[config.mk]
export PLATFORM = sky130hd
export DESIGN_NAME = matrix_commutator
export DESIGN_NICKNAME = d
export VERILOG_FILES = /design/src/rtl/matrix_commutator.sv
export SDC_FILE = /design/constraint.sdc
export NUM_CORES = 1
export LEC_CHECK = 0
export BUFFER_PORTS_ARGS = -buffer_cell sky130_fd_sc_hd__clkbuf_2
export CAP_MARGIN = 20
export CORE_MARGIN = 2
export CORE_UTILIZATION = 55
export DETAILED_ROUTE_END_ITERATION = 10
export PLACE_DENSITY = 0.77
export SLEW_MARGIN = 40
export SYNTH_ARGS = -nofsm -noshare
export SYNTH_HDL_FRONTEND = slang
export SYNTH_SLANG_ARGS = --single-unit
[constraint.sdc]
create_clock -name clk -period 4.05 [get_ports clk]
set_input_delay 0.6075 -clock clk [delete_from_list [all_inputs] [get_ports clk]]
set_output_delay 0.6075 -clock clk [all_outputs]
set_load 0.01 [all_outputs]
[src/rtl/matrix_commutator.sv]
// matrix_commutator: four-step current-sign commutation controller for one matrix-converter output leg
//   clk           rising-edge system clock
//   rst_n         asynchronous active-low reset
//   en_i          run enable, low forces IDLE unless faulted
//   short_i       short-circuit detect, level sampled on clk
//   fault_clr_i   clears a latched fault once short_i is low
//   req_sel_i     requested input phase, 0 = none
//   cur_sign_i    output current sign, 1 = conducted by fwd devices
//   gate_o        gate drives, bit 2k = fwd of phase k+1, bit 2k+1 = rev of phase k+1
//   active_sel_o  phase currently fully connected, 0 when none
//   busy_o        commutation sequence in progress
//   fault_o       latched short fault
module matrix_commutator #(
    parameter int N_IN     = 3,
    parameter int SEL_W    = 2,
    parameter int STEP_CYC = 4,
    parameter int CNT_W    = 3
) (
    input  logic                clk,
    input  logic                rst_n,
    input  logic                en_i,
    input  logic                short_i,
    input  logic                fault_clr_i,
    input  logic [SEL_W-1:0]    req_sel_i,
    input  logic                cur_sign_i,
    output logic [2*N_IN-1:0]   gate_o,
    output logic [SEL_W-1:0]    active_sel_o,
    output logic                busy_o,
    output logic                fault_o
);
    localparam logic [2:0] IDLE  = 3'd0;
    localparam logic [2:0] ON    = 3'd1;
    localparam logic [2:0] S1    = 3'd2;
    localparam logic [2:0] S2    = 3'd3;
    localparam logic [2:0] S3    = 3'd4;
    localparam logic [2:0] FAULT = 3'd5;
    localparam logic [CNT_W-1:0] RELOAD = CNT_W'(STEP_CYC - 1);

    logic [2:0]        state_q, state_d;
    logic [SEL_W-1:0]  cur_q, cur_d, tgt_q, tgt_d;
    logic              sgn_q, sgn_d;
    logic [CNT_W-1:0]  cnt_q, cnt_d;
    logic [2*N_IN-1:0] gate_q, gate_d;
    logic              busy_q, busy_d, fault_q, fault_d;
    logic              req_ok;

    // Conducting device of phase p for current sign s (fwd when s=1).
    function automatic logic [2*N_IN-1:0] cond(input logic [SEL_W-1:0] p, input logic s);
        cond = '0;
        for (int k = 0; k < N_IN; k++)
            if (p == SEL_W'(k + 1)) begin
                cond[2*k]   = s;
                cond[2*k+1] = !s;
            end
    endfunction

    assign req_ok = (req_sel_i != '0) && (req_sel_i <= SEL_W'(N_IN));

    always_comb begin
        state_d = state_q;
        cur_d   = cur_q;
        tgt_d   = tgt_q;
        sgn_d   = sgn_q;
        cnt_d   = cnt_q;
        if (short_i) begin
            state_d = FAULT;
            cur_d   = '0;
            cnt_d   = '0;
        end else if (state_q == FAULT) begin
            if (fault_clr_i) state_d = IDLE;
        end else if (!en_i) begin
            state_d = IDLE;
            cur_d   = '0;
            cnt_d   = '0;
        end else begin
            case (state_q)
                IDLE: if (req_ok) begin
                    state_d = ON;
                    cur_d   = req_sel_i;
                end
                ON: if (req_sel_i == '0) begin
                    state_d = IDLE;
                    cur_d   = '0;
                end else if (req_ok && req_sel_i != cur_q) begin
                    state_d = S1;
                    tgt_d   = req_sel_i;
                    sgn_d   = cur_sign_i;
                    cnt_d   = RELOAD;
                end
                // Intermediate steps ignore requests; only the dwell counter moves them on.
                S1, S2, S3: if (cnt_q != '0) begin
                    cnt_d = cnt_q - CNT_W'(1);
                end else begin
                    state_d = (state_q == S3) ? ON : state_q + 3'd1;
                    cnt_d   = (state_q == S3) ? '0 : RELOAD;
                    cur_d   = (state_q == S3) ? tgt_q : cur_q;
                end
                default: state_d = IDLE;
            endcase
        end
        // Outputs are decoded from next state so every output is a plain register.
        gate_d  = (state_d == ON) ? (cond(cur_d, 1'b1) | cond(cur_d, 1'b0)) :
                  (state_d == S1) ? cond(cur_d, sgn_d) :
                  (state_d == S2) ? (cond(cur_d, sgn_d) | cond(tgt_d, sgn_d)) :
                  (state_d == S3) ? cond(tgt_d, sgn_d) : '0;
        busy_d  = (state_d == S1) || (state_d == S2) || (state_d == S3);
        fault_d = (state_d == FAULT);
    end

    always_ff @(posedge clk or negedge rst_n) begin
        if (!rst_n) begin
            state_q <= IDLE;
            cur_q   <= '0;
            tgt_q   <= '0;
            sgn_q   <= 1'b0;
            cnt_q   <= '0;
            gate_q  <= '0;
            busy_q  <= 1'b0;
            fault_q <= 1'b0;
        end else begin
            state_q <= state_d;
            cur_q   <= cur_d;
            tgt_q   <= tgt_d;
            sgn_q   <= sgn_d;
            cnt_q   <= cnt_d;
            gate_q  <= gate_d;
            busy_q  <= busy_d;
            fault_q <= fault_d;
        end
    end

    assign gate_o       = gate_q;
    assign active_sel_o = cur_q;
    assign busy_o       = busy_q;
    assign fault_o      = fault_q;
endmodule

# Word level (Yosys, flattened, before mapping)
# Cells that the tools add are included.
# op_classes
bitwise	2
n_lt_le_gt_ge	1
n_reduce_logical	11
mux	54
n_eq_ne	21
addsub	2
# ops
cell	count
$mux 2	23
$mux 3	15
$mux 6	4
$eq 3x2->1 const B	4
$eq 3x3->1 const B	4
$or 6x6->6	2
$mux 1	9
$pmux 3 s3	1
$eq 2x2->1 const B	4
$ne 4x4->1 const B	2
$eq 3x1->1 const B	2
$pmux 2 s3	1
$pmux 3 s2	1
$eq 2x1->1 const B	2
$ne 4x1->1 const B	1
$reduce_and 4->1	1
$add 3x1->3 const B	1
$logic_not 3->1	1
$reduce_bool 3->1	1
$reduce_or 3->1	1
$sub 3x1->3 const B	1
$le 2x2->1 const B	1
$logic_and 1x1->1	2
$logic_not 2->1	1
5 further kinds	6
# totals
wordCells	99
in_bits	8
ff_bits	19
out_inout_bits	10

# Logic depth before layout (Yosys ltp)
# Gate-level depths: netlist of run 1.
# depth
depth_word	15
mapped_depth	11
depth_no_buf	9

# Worst setup path before layout of run 1
# No wires, ideal clock.
# synth_timing
path_kind	reg-to-reg
startpoint	register state_q[0]
endpoint	register gate_q[5], in the netlist gate_o[5]
period_less_slack_ns	2.416
n_path_buf	1
arrival_time_ns	2.297
setup_slack_ns	1.634
required_time_ns	3.931
setup_time_ns	0.119
path_stages_with_launch	11
path_cell_list	dfrtp_1 > inv_1 > ha_1 > buf_2 > a21oi_1 > a2111oi_1 > a22oi_2 > o311ai_4 > and4b_1 > o211ai_1 > a21bo_2
# synth_between
word_cells_on_any_way	48
cone_classes	add/sub (1); eq/ne (11); mux (31); bitwise (2); reduce/logical (3)
# synth_lines
element	line_no	source
from (decl)	39	logic [2:0] state_q, state_d;
from (signal assigned)	121	state_q <= state_d;
$add 3x1->3 / $eq 3x3->1 (equally long branches)	94, 76	
$mux 3	94	state_d = (state_q == S3) ? ON : state_q + 3'd1;
$mux 3	91	S1, S2, S3: if (cnt_q != '0) begin
$pmux 3 s3	76	case (state_q)
$mux 3	71	end else if (!en_i) begin
$mux 3 *	69	end else if (state_q == FAULT) begin
$mux 3 *	65	if (short_i) begin
net state_d[0]	39	
$eq 3x3->1	105	(state_d == S3) ? cond(tgt_d, sgn_d) : '0;
$mux 6	105	
$mux 6	104	(state_d == S2) ? (cond(cur_d, sgn_d) | cond(tgt_d, sgn_d)) :
$mux 6	103	(state_d == S1) ? cond(cur_d, sgn_d) :
$mux 6 *	102	gate_d = (state_d == ON) ? (cond(cur_d, 1'b1) | cond(cur_d, 1'b0)) :
net gate_d[5]	43	logic [2*N_IN-1:0] gate_q, gate_d;
to (signal assigned)	126	gate_q <= gate_d;
to (decl)	43	
# Mark *: on every way through the listed nets, which the timed path passes. The rest lies on a longest branch.
# A chain may end at the register's enable or synchronous reset.

# Final worst setup path of run 1
# layout_timing
startpoint	register state_q[2]
endpoint	register gate_q[1], in the netlist gate_o[1]
# layout_between
word_cells_on_any_way	48
cone_classes	add/sub (1); eq/ne (11); mux (31); bitwise (2); reduce/logical (3)
# layout_lines
element	line_no
$eq 3x3->1	76, 94
$mux 3	94
$mux 3	91
$pmux 3 s3	76
$mux 3	71
$mux 3 *	69
$mux 3 *	65
net state_d[0]	39
$eq 3x3->1	105
$mux 6	105
$mux 6	104
$mux 6	103
$mux 6 *	102
net gate_d[1]	43
# Marks and branches as above.

==> impl_results.md, run 1 <==
- Final Worst Setup Slack: about 1200 ps
- Core Region: around 2700 sq um
- Syn_nets: approximately 200
- Flops & latches, synth: 19
- Switching pwr: 228 uW
- Most common cell in the netlist: nand2_1
- Cell count after synthesis: between 150 and 200
- Hold_buf cts: 0
- Setup Fix Bufs, Post-CTS: 0
- GRT Total Usage: between 20% and 30%
- Skew final: between 1 and 1.5 ps
- Commonest cells in the netlist: 24 x nand2_1, 19 x dfrtp_1, 14 x inv_1, 14 x nor2_1, 8 x o21ai_0
- Starting Density: between 50% and 60%
- Final WL: 3.47 mm
- Synth Area in Adders: ~5.5%
- Drt wl/cell: between 15 and 20 um
- Critical path type: register to register
- Pre-CTS setup slack: about 1200 ps
- Leak Pwr: 0.771 nW
- # setup viols final: 0
- Post-synthesis sequential area ratio: 30.1%
- CP Launch Type: register
- Share of layout cells above drive strength 1: a little under a fifth
- Ratio of routed vias to standard cells: between 6 and 7
- Mapped cell area: roughly 1600 sq um
- Status: completed
- Unrepaired setup endpoints after global routing: false
- CTS buffer count: 3
- IO Count: 18
- Period utilisation layout: a little under three quarters
- Critical path endpoint category: register
- Final core area utilization: between 60% and 70%
- Slew Limit Fails: 0
- Clock sinks: 19
- Worst Hold Margin: 236 ps
- Layout area overhead: 5.15%
- Clock Power Share: 16.0%
- Prevailing post-synth register cell: dfrtp_1
- Tmin final: between 2000 and 3000 ps
- Cell Count, Final, Fillers Out: about 220
- Setup TNS: 0 ps
- XOR/XNOR Fraction of Synth Area: less than 1%
- Sw frac: between 30% and 40%
- Die X: around 58 um
- Comb pwr share: 42.0%
- Seq pwr share: a little over two fifths
- Finished Cell Area: between 1500 and 2000 sq um
- IO Port Bufs: 17
- Die Ht: slightly below 60 um
- Via Count: approximately 1400
- DR iter-0 viols: 70
- Post-Synth Simple-Gate Area: between 20% and 30%
- # DRC: 0
- Clk root buf: clkbuf_4
- PostCTS Resize Cnt: 0
- CTS Buffer Depth: 2
- Count of different cell masters after synthesis: between 50 and 60
- Hpwl dp: ~2.7 mm
- CTS tree: built
- Placed cell area: around 1600 sq um
- Inserted Diodes: 0
- Placed Cells: about 220
- Slew @ Worst Pin: 462 ps
- Worst EP required: approximately 4200 ps
- Vias in the first global route: between 1000 and 1500
- Critical-path maximum fanout: 17
- Largest net degree at the start of global routing: 20
- Global-route wire length before repair: 5.96 mm
- Max Cap Viol: 0
- Area contributors post-synth: dfrtp_1 30%, nand2_1 5.7%, ha_1 5.5%
- Worst VDD drop: between 300 and 400 uV
- Worst hold path class: primary input to async pin
- Die Area: about 3300 sq um
- Reg2reg setup slack: 1160 ps
- Yosys top cell by area: dfrtp_1
- PD cells: between 300 and 400 nW/um^2
- Slew margin rel.: roughly 68%
- Placer congestion estimate: 0.932
- Post-Syn Area per Cell: just under 9 sq um
- Largest family of logic cells by synthesized area: compound AO/OA/AOI/OAI gates
- Post-synth EDFFs: 0
- Mux share of post-synthesis cell area: 4.75%
- Compound-Gate Fraction of Synth Area: between 20% and 30%
- DR pass1 iterations: 4
- Fmax: around 350 MHz
- Pint: between 300 and 400 uW
- Detail Route Antenna Nets: 0
- FP Rows: 19
- GRT overflow: 0
- Share of synthesized registers carrying an async set or reset: 100%
- Hold Fails Final Rpt: 0
- CP Data Arrival Time: a little over 3000 ps
- Ys Warns: 0
- Total power: 581 uW
- Top-area cell type share of the netlist area: a little under a third
- Worst-path clk slew: around 90 ps
- Worst skew pair latency: 300 ps
- Number of antenna violations at the first check in global routing: 0
- Nets@finish: between 200 and 250
- H-tree Lvls: 1
registers in the layout, summed over array words and instances, names as in the netlist:
register      count
gate_o            6
cnt_q             3
state_q           3
active_sel_o      2
tgt_q             2
busy_o            1
fault_o           1
sgn_q             1
cells in the final DEF (no fill, tap or decap), types with 4 or more instances in the layout:
cell type / n
nand2_1: 24
nor2_1: 14
o221ai_1: 5
dfrtp_1: 19
nand2b_1: 5
inv_1: 14
a21oi_1: 4
o21ai_0: 8
clkbuf_2: 17
ha_1: 7
nand3_1: 4
metal layers:
layer	share of wire, %	routed length, um	global-route usage (%)	vias to the layer above
li1	-	-	-	692
met1	46	1600	30.1	645
met2	47	1650	37.3	32
met3	4.7	162	5.44	6
met4	1.7	59	7.31	0
met5	0	0	0	-
critical path, stage by stage (launching register included):
cell      delay (ps)
dfrtp_1          640
inv_1            250
ha_1             310
o31ai_1          220
a21oi_1          110
a22oi_2          300
o311ai_4         210
a221oi_2         320
nor4_1            70
a311o_1          330
power by group through the flow:
| stage | registers (mW) | logic (mW) | clock network (mW) |
|---|---|---|---|
| global route | 0.248 | 0.271 | 0.103 |
| finish | 0.244 | 0.244 | 0.0931 |
| detailed placement | 0.247 | 0.241 | 0 |
| CTS | 0.243 | 0.243 | 0.0950 |
| global placement | 0.247 | 0.236 | 0 |
| floorplan | 0.239 | 0.191 | 0 |
area by class of cell:
class,instances,area [sq um]
inverter,14,52.6
timing repair buffer,17,85.1
multi-input combinational,138,983
fill,230,1070
clock buffer,4,26.3
sequential,19,475
tap,31,38.8
path summary, 6_finish.rpt:
check	endpoint	cells past startpoint	startpoint
worst max register to register	gate_o[1]	9	state_q[2]
min in group clk	cnt_q[0]	3	cnt_q[0]
worst min register to register	cnt_q[0]	3	cnt_q[0]
max in group asynchronous	state_q[2]	1	rst_n
worst min-delay path	tgt_q[0]	1	rst_n
worst max-delay path	gate_o[1]	9	state_q[2]
logic make-up (layout without fill, tap and decap cells):
group,count (synthesis),count (layout)
simple gates,68,68
compound gates,55,55
buf+inv,24,35
flops,19,19
fa+ha+maj,7,7
mux,7,7
xor+xnor,1,1
Power figures use the tool's default switching activity.
==> run 2, diff against run 1 <==
--- a/config.mk
+++ b/config.mk
@@ -8,9 +8,9 @@
 export BUFFER_PORTS_ARGS = -buffer_cell sky130_fd_sc_hd__clkbuf_2
 export CAP_MARGIN = 20
 export CORE_MARGIN = 2
-export CORE_UTILIZATION = 55
+export CORE_UTILIZATION = 52
 export DETAILED_ROUTE_END_ITERATION = 10
-export PLACE_DENSITY = 0.77
+export PLACE_DENSITY = 0.76
 export SLEW_MARGIN = 40
 export SYNTH_ARGS = -nofsm -noshare
 export SYNTH_HDL_FRONTEND = slang
==> constraint.sdc (replaced) <==
create_clock -name clk -period 2.6 [get_ports clk]
set_input_delay 0.39 -clock clk [delete_from_list [all_inputs] [get_ports clk]]
set_output_delay 0.39 -clock clk [all_outputs]
set_load 0.01 [all_outputs]
==> run 2 against run 1 <==
Against the previous run: core utilization up 0.61 points; sequential power up 52%; die area up 5.4%; global-route usage up 2.7 points; worst setup slack worse by 1100 ps; clock skew up 11 ps; critical path depth up 1; count of clock-buffer cells in the layout down 1; critical path type unchanged.
==> impl_results.md, run 2 (same netlist as run 1, synthesis figures left out) <==
- Slew @ Worst Pin: 512 ps (+49.2 ps)
- Fmax: 391 MHz (+13%)
- CTS buffer count: 3 (unchanged)
- Skew final: 12.7 ps (+11.5 ps)
- GRT overflow: 0 (unchanged)
- FF-to-FF path depth: 10 (+1)
- Clock sinks: 19 (unchanged)
- GRT Total Usage: 25.7% (+2.7 points)
- Setup TNS: 0 ps (unchanged)
- Hpwl dp: 3.04 mm (+12%)
- IO Count: 18 (unchanged)
- Reg2reg setup slack: 40 ps (-1120 ps)
- Leak Pwr: 0.852 nW (+10%)
- Hold_buf cts: 0 (unchanged)
- Number of antenna violations at the first check in global routing: 0 (unchanged)
- Largest net degree at the start of global routing: 20 (unchanged)
- Detail Route Antenna Nets: 0 (unchanged)
- Nets@finish: 224 (+7.7%)
- Critical-path maximum fanout: 11 (-6)
- Worst Hold Margin: 16.1 ps (-220 ps)
- CTS Buffer Depth: 2 (unchanged)
- Tmin final: 2560 ps (-331 ps)
- Largest register FFs: 6 (unchanged)
- Worst path cell trace: inv_1 > ha_2 > a21oi_1 > a2111oi_1 > a22oi_2 > buf_4 > buf_4 > nor3_1 > o211ai_1 > a21bo_2
- Slew margin rel.: 65.9% (-2.4 points)
- Via Count: 1550 (+13%)
- FP Rows: 20 (+1)
- Layout area overhead: 15.7%
- CP Data Arrival Time: 2830 ps (-250 ps)
- Hold Fails Final Rpt: 0 (unchanged)
- DR iter-0 viols: 89 (+27%)
- Critical path endpoint category: register
- Crit-path slowest cell: a2111oi_1
- Most used cell, CP: buf_4
- Worst skew pair latency: 310 ps (about the same)
- Max Cap Viol: 0 (unchanged)
- Vias in the first global route: 1529 (+16%)
- Period utilisation layout: 98.4% (+27 points)
- Die Area: 3500 sq um (+5.4%)
- Core Region: 2980 sq um (+8.9%)
- Inserted Diodes: 0 (unchanged)
- Ratio of routed vias to standard cells: 6.43 (+4.3%)
- Die X: 59.1 um (+2.6%)
- Placer congestion estimate: 0.963 (+3.4%)
- # setup viols final: 0 (unchanged)
- Most common cell after layout, fill and taps aside: nand2_1
- Final core area utilization: 61.4% (+0.61 points)
- H-tree Lvls: 1 (unchanged)
- PD cells: 554 nW/um^2 (+58%)
- Global-route wire length before repair: 6.91 mm (+16%)
- Starting Density: 53.1% (-4.7 points)
- Final WL: 4.26 mm (+23%)
- CTS tree: built
- CP Launch Type: register
- Clk root buf: clkbuf_4
- Die Ht: 59.1 um (+2.6%)
- Worst hold path class: primary input to async pin
- Delay of the slowest cell on the worst path: 470 ps (-170 ps)
- Worst reg2reg startpoint: state_q[0]
- Most frequent cells in the layout: 24 x nand2_1, 19 x dfrtp_1, 17 x clkbuf_2
- Drt wl/cell: 17.7 um (+14%)
- DR pass1 iterations: 5 (+1)
- Worst VDD drop: 329 uV (+1.8%)
- Status: completed
- Worst EP required: 2870 ps (-1370 ps)
- CP endpoint: gate_o[5]
- Share of layout cells above drive strength 1: 29.3% (+11 points)
- Slew Limit Fails: 0 (unchanged)
- Critical path type: register to register
- Filler Cell Count: 253 (+10%)
- # DRC: 0 (unchanged)
- IO Port Bufs: 17 (unchanged)
- Worst-path clk slew: 130 ps (+40 ps)
- Critical path origin: state_q[0]
- Worst R2R End: gate_o[5]
-- run 2: cell count changes in the layout (fill, tap and decap cells not counted), sizes merged --
cell    change
buf        +16
clkinv      +1
clkbuf      -1
-- run 2: where the power goes --
part / switching [mW] / internal, mW / total, mW
Combinational: 0.271 / 0.207 / 0.478
Clock: 0.106 / 0.0575 / 0.164
Sequential: 0.0335 / 0.337 / 0.371
-- run 2: layer usage --
metal  track usage [%]  up-vias  part of all wire, %
met3              3.28       12                  6.9
met2              43.0       80                   49
met4              9.42        0                  2.1
li1                  -      715                    -
met1              33.8      743                   42
met5                 0        -                    0
-- run 2: how the worst min path moves through the flow --
stage	startpoint	end	slack, ps	cells after the start
2_1_floorplan	rst_n	active_sel_o[0]	90	0
3_3_place_gp	rst_n	gate_o[2]	370	1
3_5_place_dp	rst_n	sgn_q	380	1
4_1_cts	rst_n	active_sel_o[1]	30	1
5_1_grt	rst_n	tgt_q[0]	40	1
6_report	rst_n	tgt_q[0]	20	1
-- run 2: worst max-delay path: cells and delay by family, from the launching register on --
| kind | cells | cell delay, ps |
|---|---|---|
| buf+inv | 3 | 400 |
| simple gates | 1 | 270 |
| compound gates | 5 | 1090 |
| flops | 1 | 430 |
| fa+ha+maj | 1 | 320 |
-- run 2: cell type report --
type / count / area [sq um] / share of cell area, %
tap: 33 / 41.3 / 2.26
inverter: 14 / 52.6 / 2.87
sequential: 19 / 475 / 26.0
timing repair buffer: 33 / 205 / 11.2
clock buffer: 3 / 22.5 / 1.23
clock inverter: 1 / 5.00 / 0.274
multi-input combinational: 138 / 1030 / 56.1
-- run 2: through the flow --
| step | total power, mW | setup slack [ps] | instance area, sq um | instances |
|---|---|---|---|---|
| 5_1_grt | 1.08 | -22.9 | 1830 | 241 |
| 3_5_place_dp | 0.800 | -8.43 | 1710 | 231 |
| 4_1_cts | 0.963 | 29.1 | 1740 | 235 |
| 2_1_floorplan | 0.670 | 184 | 1580 | 181 |
| 6_report | 1.01 | 41.1 | 1830 | 241 |
| 3_3_place_gp | 0.781 | 34.7 | 1710 | 231 |
-- run 2: timing repair --
action | CTS | global route
buffers inserted | 0 | 6
endpoints found under the hold margin | 0 | 0
endpoints found under the setup margin | 2 | 6
gates resized for setup | 2 | 9
pin swaps | 0 | 2
==> run 3, diff against run 2 <==
--- a/config.mk
+++ b/config.mk
@@ -11,6 +11,7 @@
 export CORE_UTILIZATION = 52
 export DETAILED_ROUTE_END_ITERATION = 10
 export PLACE_DENSITY = 0.76
+export SETUP_SLACK_MARGIN = 0.05
 export SLEW_MARGIN = 40
 export SYNTH_ARGS = -nofsm -noshare
 export SYNTH_HDL_FRONTEND = slang
==> run 3 against run 2 <==
Against the previous run: the flow now finishes with violations (setup timing); total power increased by 1.2%; die area unchanged; worst hold slack got worse by 7.4 ps; highest routed layer unchanged.
==> impl_results.md, run 3 (same netlist as run 1, synthesis figures left out) <==
- Status: finished, violations left
- Violated checks: setup timing
- Largest net degree at the start of global routing: 20 (unchanged)
- Die X: 59.1 um (unchanged)
- Detail Route Antenna Nets: 0 (unchanged)
- Critical path type: register to register
- CTS tree: built
- Fmax: 376 MHz (-3.9%)
- Most frequent cells in the layout: 24 x nand2_1, 19 x dfrtp_1, 17 x clkbuf_2, 17 x buf_4, 14 x nor2_1
- Delay of the slowest cell on the worst path: 470 ps (about the same)
- Delay-heaviest family, CP: compound AO/OA/AOI/OAI gates
- Worst Path Buf+Inv: 3 (unchanged)
- DR iter-0 viols: 179 (+100%)
- Worst EP required: 2870 ps (about the same)
- Leak Pwr: 0.854 nW (+0.27%)
- Worst path cell trace: inv_1 > ha_2 > a21oi_1 > a2111oi_2 > a22oi_2 > buf_4 > buf_4 > nor3_1 > o211ai_1 > a21bo_2
- Worst-path clk slew: 130 ps (about the same)
- Critical-path maximum fanout: 11 (unchanged)
- Slew margin rel.: 65.9% (about the same)
- Critical path endpoint category: register
- Number of antenna violations at the first check in global routing: 0 (unchanged)
- Nets@finish: 225 (+0.45%)
- IO Count: 18 (unchanged)
- GRT Total Usage: 25.5% (-0.23 points)
- Period utilisation layout: 102% (+4.0 points)
- Largest register FFs: 6 (unchanged)
- Share of layout cells above drive strength 1: 31.1% (+1.8 points)
- # setup viols final: 1 (+1)
- Slew Limit Fails: 0 (unchanged)
- Via Count: 1582 (+2.1%)
- # DRC: 0 (unchanged)
- Vias in the first global route: 1519 (-0.65%)
- Inserted Diodes: 0 (unchanged)
- Final WL: 4.50 mm (+5.5%)
- Hpwl dp: 3.04 mm (unchanged)
- IO Port Bufs: 17 (unchanged)
- Slew @ Worst Pin: 511 ps (-0.712 ps)
- Die Area: 3500 sq um (unchanged)
- Top Layer Used: met4
- Ratio of routed vias to standard cells: 6.54 (+1.6%)
- Worst skew pair latency: 320 ps (about the same)
- Starting Density: 53.1% (unchanged)
- Total power: 1.02 mW (+1.2%)
- Most common cell after layout, fill and taps aside: nand2_1
- Setup TNS: -62.2 ps (-62.2 ps)
- Met2 WL: 2.21 mm (+5.9%)
- DR pass1 iterations: 4 (-1)
- Crit-path slowest cell: a2111oi_2
- Most used cell, CP: buf_4
- Met3 WL: 331 um (+13%)
- GRT overflow: 0 (unchanged)
- Tmin final: 2660 ps (+103 ps)
- Clk root buf: clkbuf_4
- CTS Buffer Depth: 2 (unchanged)
- Clock sinks: 19 (unchanged)
- Skew final: 15.5 ps (+2.83 ps)
- Worst Hold Margin: 8.65 ps (-7.45 ps)
- PD cells: 556 nW/um^2 (+0.37%)
- Placed Cells: 231 (unchanged)
- Worst hold path class: primary input to async pin
- Die Ht: 59.1 um (unchanged)
- CP Data Arrival Time: 2930 ps (+100 ps)
- Core Region: 2980 sq um (unchanged)
- WL met1: 1.81 mm (+0.56%)
- Final Worst Setup Slack: -62.2 ps (-103 ps)
- CTS buffer count: 3 (unchanged)
- H-tree Lvls: 1 (unchanged)
- CP Launch Type: register
- Cell Count, Final, Fillers Out: 242 (+0.41%)
- Global-route wire length before repair: 6.84 mm (-1.0%)
- Critical path origin: state_q[0]
- FP Rows: 20 (unchanged)
- Layout area overhead: 16.6%
- Worst VDD drop: 270 uV (-18%)
- Worst reg2reg startpoint: state_q[0]
- Max Cap Viol: 0 (unchanged)
- Hold Fails Final Rpt: 0 (unchanged)
- Drt wl/cell: 18.6 um (+5.1%)
- Placer congestion estimate: 0.963 (unchanged)
-- run 3: cell types whose count changed in the layout (fill, tap and decap cells not counted), sizes merged --
cell,change
buf,+1
-- run 3: repair_timing --
action	4_1_cts	5_1_grt
hold buffers	0	0
pin swaps	1	4
gates resized for setup	3	11
buffers inserted	1	6
endpoints found under the setup margin	4	6
-- run 3: report_power, final --
group	switching, mW	total, mW	internal [mW]
Clock	0.109	0.167	0.0576
Sequential	0.0342	0.371	0.337
Combinational	0.278	0.487	0.208
Total	0.421	1.02	0.603
-- run 3: final timing paths --
kind,endpoint,slack (ps),depth (start not counted)
max,gate_o[5],-60,10
min,tgt_q[0],9,1
max reg2reg,gate_o[5],-60,10
min reg2reg,tgt_q[1],600,2
max in group asynchronous,state_q[0],2230,1
min in group clk,fault_o,500,4
-- run 3: metrics by stage --
| stage | util [%] | area, sq um | worst slack (ps) |
|---|---|---|---|
| after floorplan | - | 1580 | 184 |
| after global placement | 57.5 | 1710 | 34.7 |
| after detailed placement | 57.5 | 1710 | -8.43 |
| after CTS | 58.9 | 1750 | 51.8 |
| after global routing | 61.9 | 1840 | -95.5 |
| final | 61.9 | 1840 | -62.2 |
-- run 3: cell type report --
class | instances | area (sq um)
flip-flops and latches | 19 | 475
well taps | 33 | 41.3
repair buffers | 34 | 213
clock buffers | 3 | 22.5
clock inverters | 1 | 5.00
fillers | 252 | 1130
inverters | 14 | 52.6
multi-input cells | 138 | 1030
-- run 3: per-layer routing --
layer  track usage (%)  up-vias
li1                  -      720
met1              33.7      743
met2              42.2      102
met3              3.28       17
met4              9.74        0
met5                 0        -
-- run 3: worst reg2reg max path: stages, from the launching register on --
cell	delay, ps
dfrtp_1	430
inv_1	110
ha_2	300
a21oi_1	130
a2111oi_2	470
a22oi_2	190
buf_4	170
buf_4	120
nor3_1	310
o211ai_1	150
a21bo_2	250
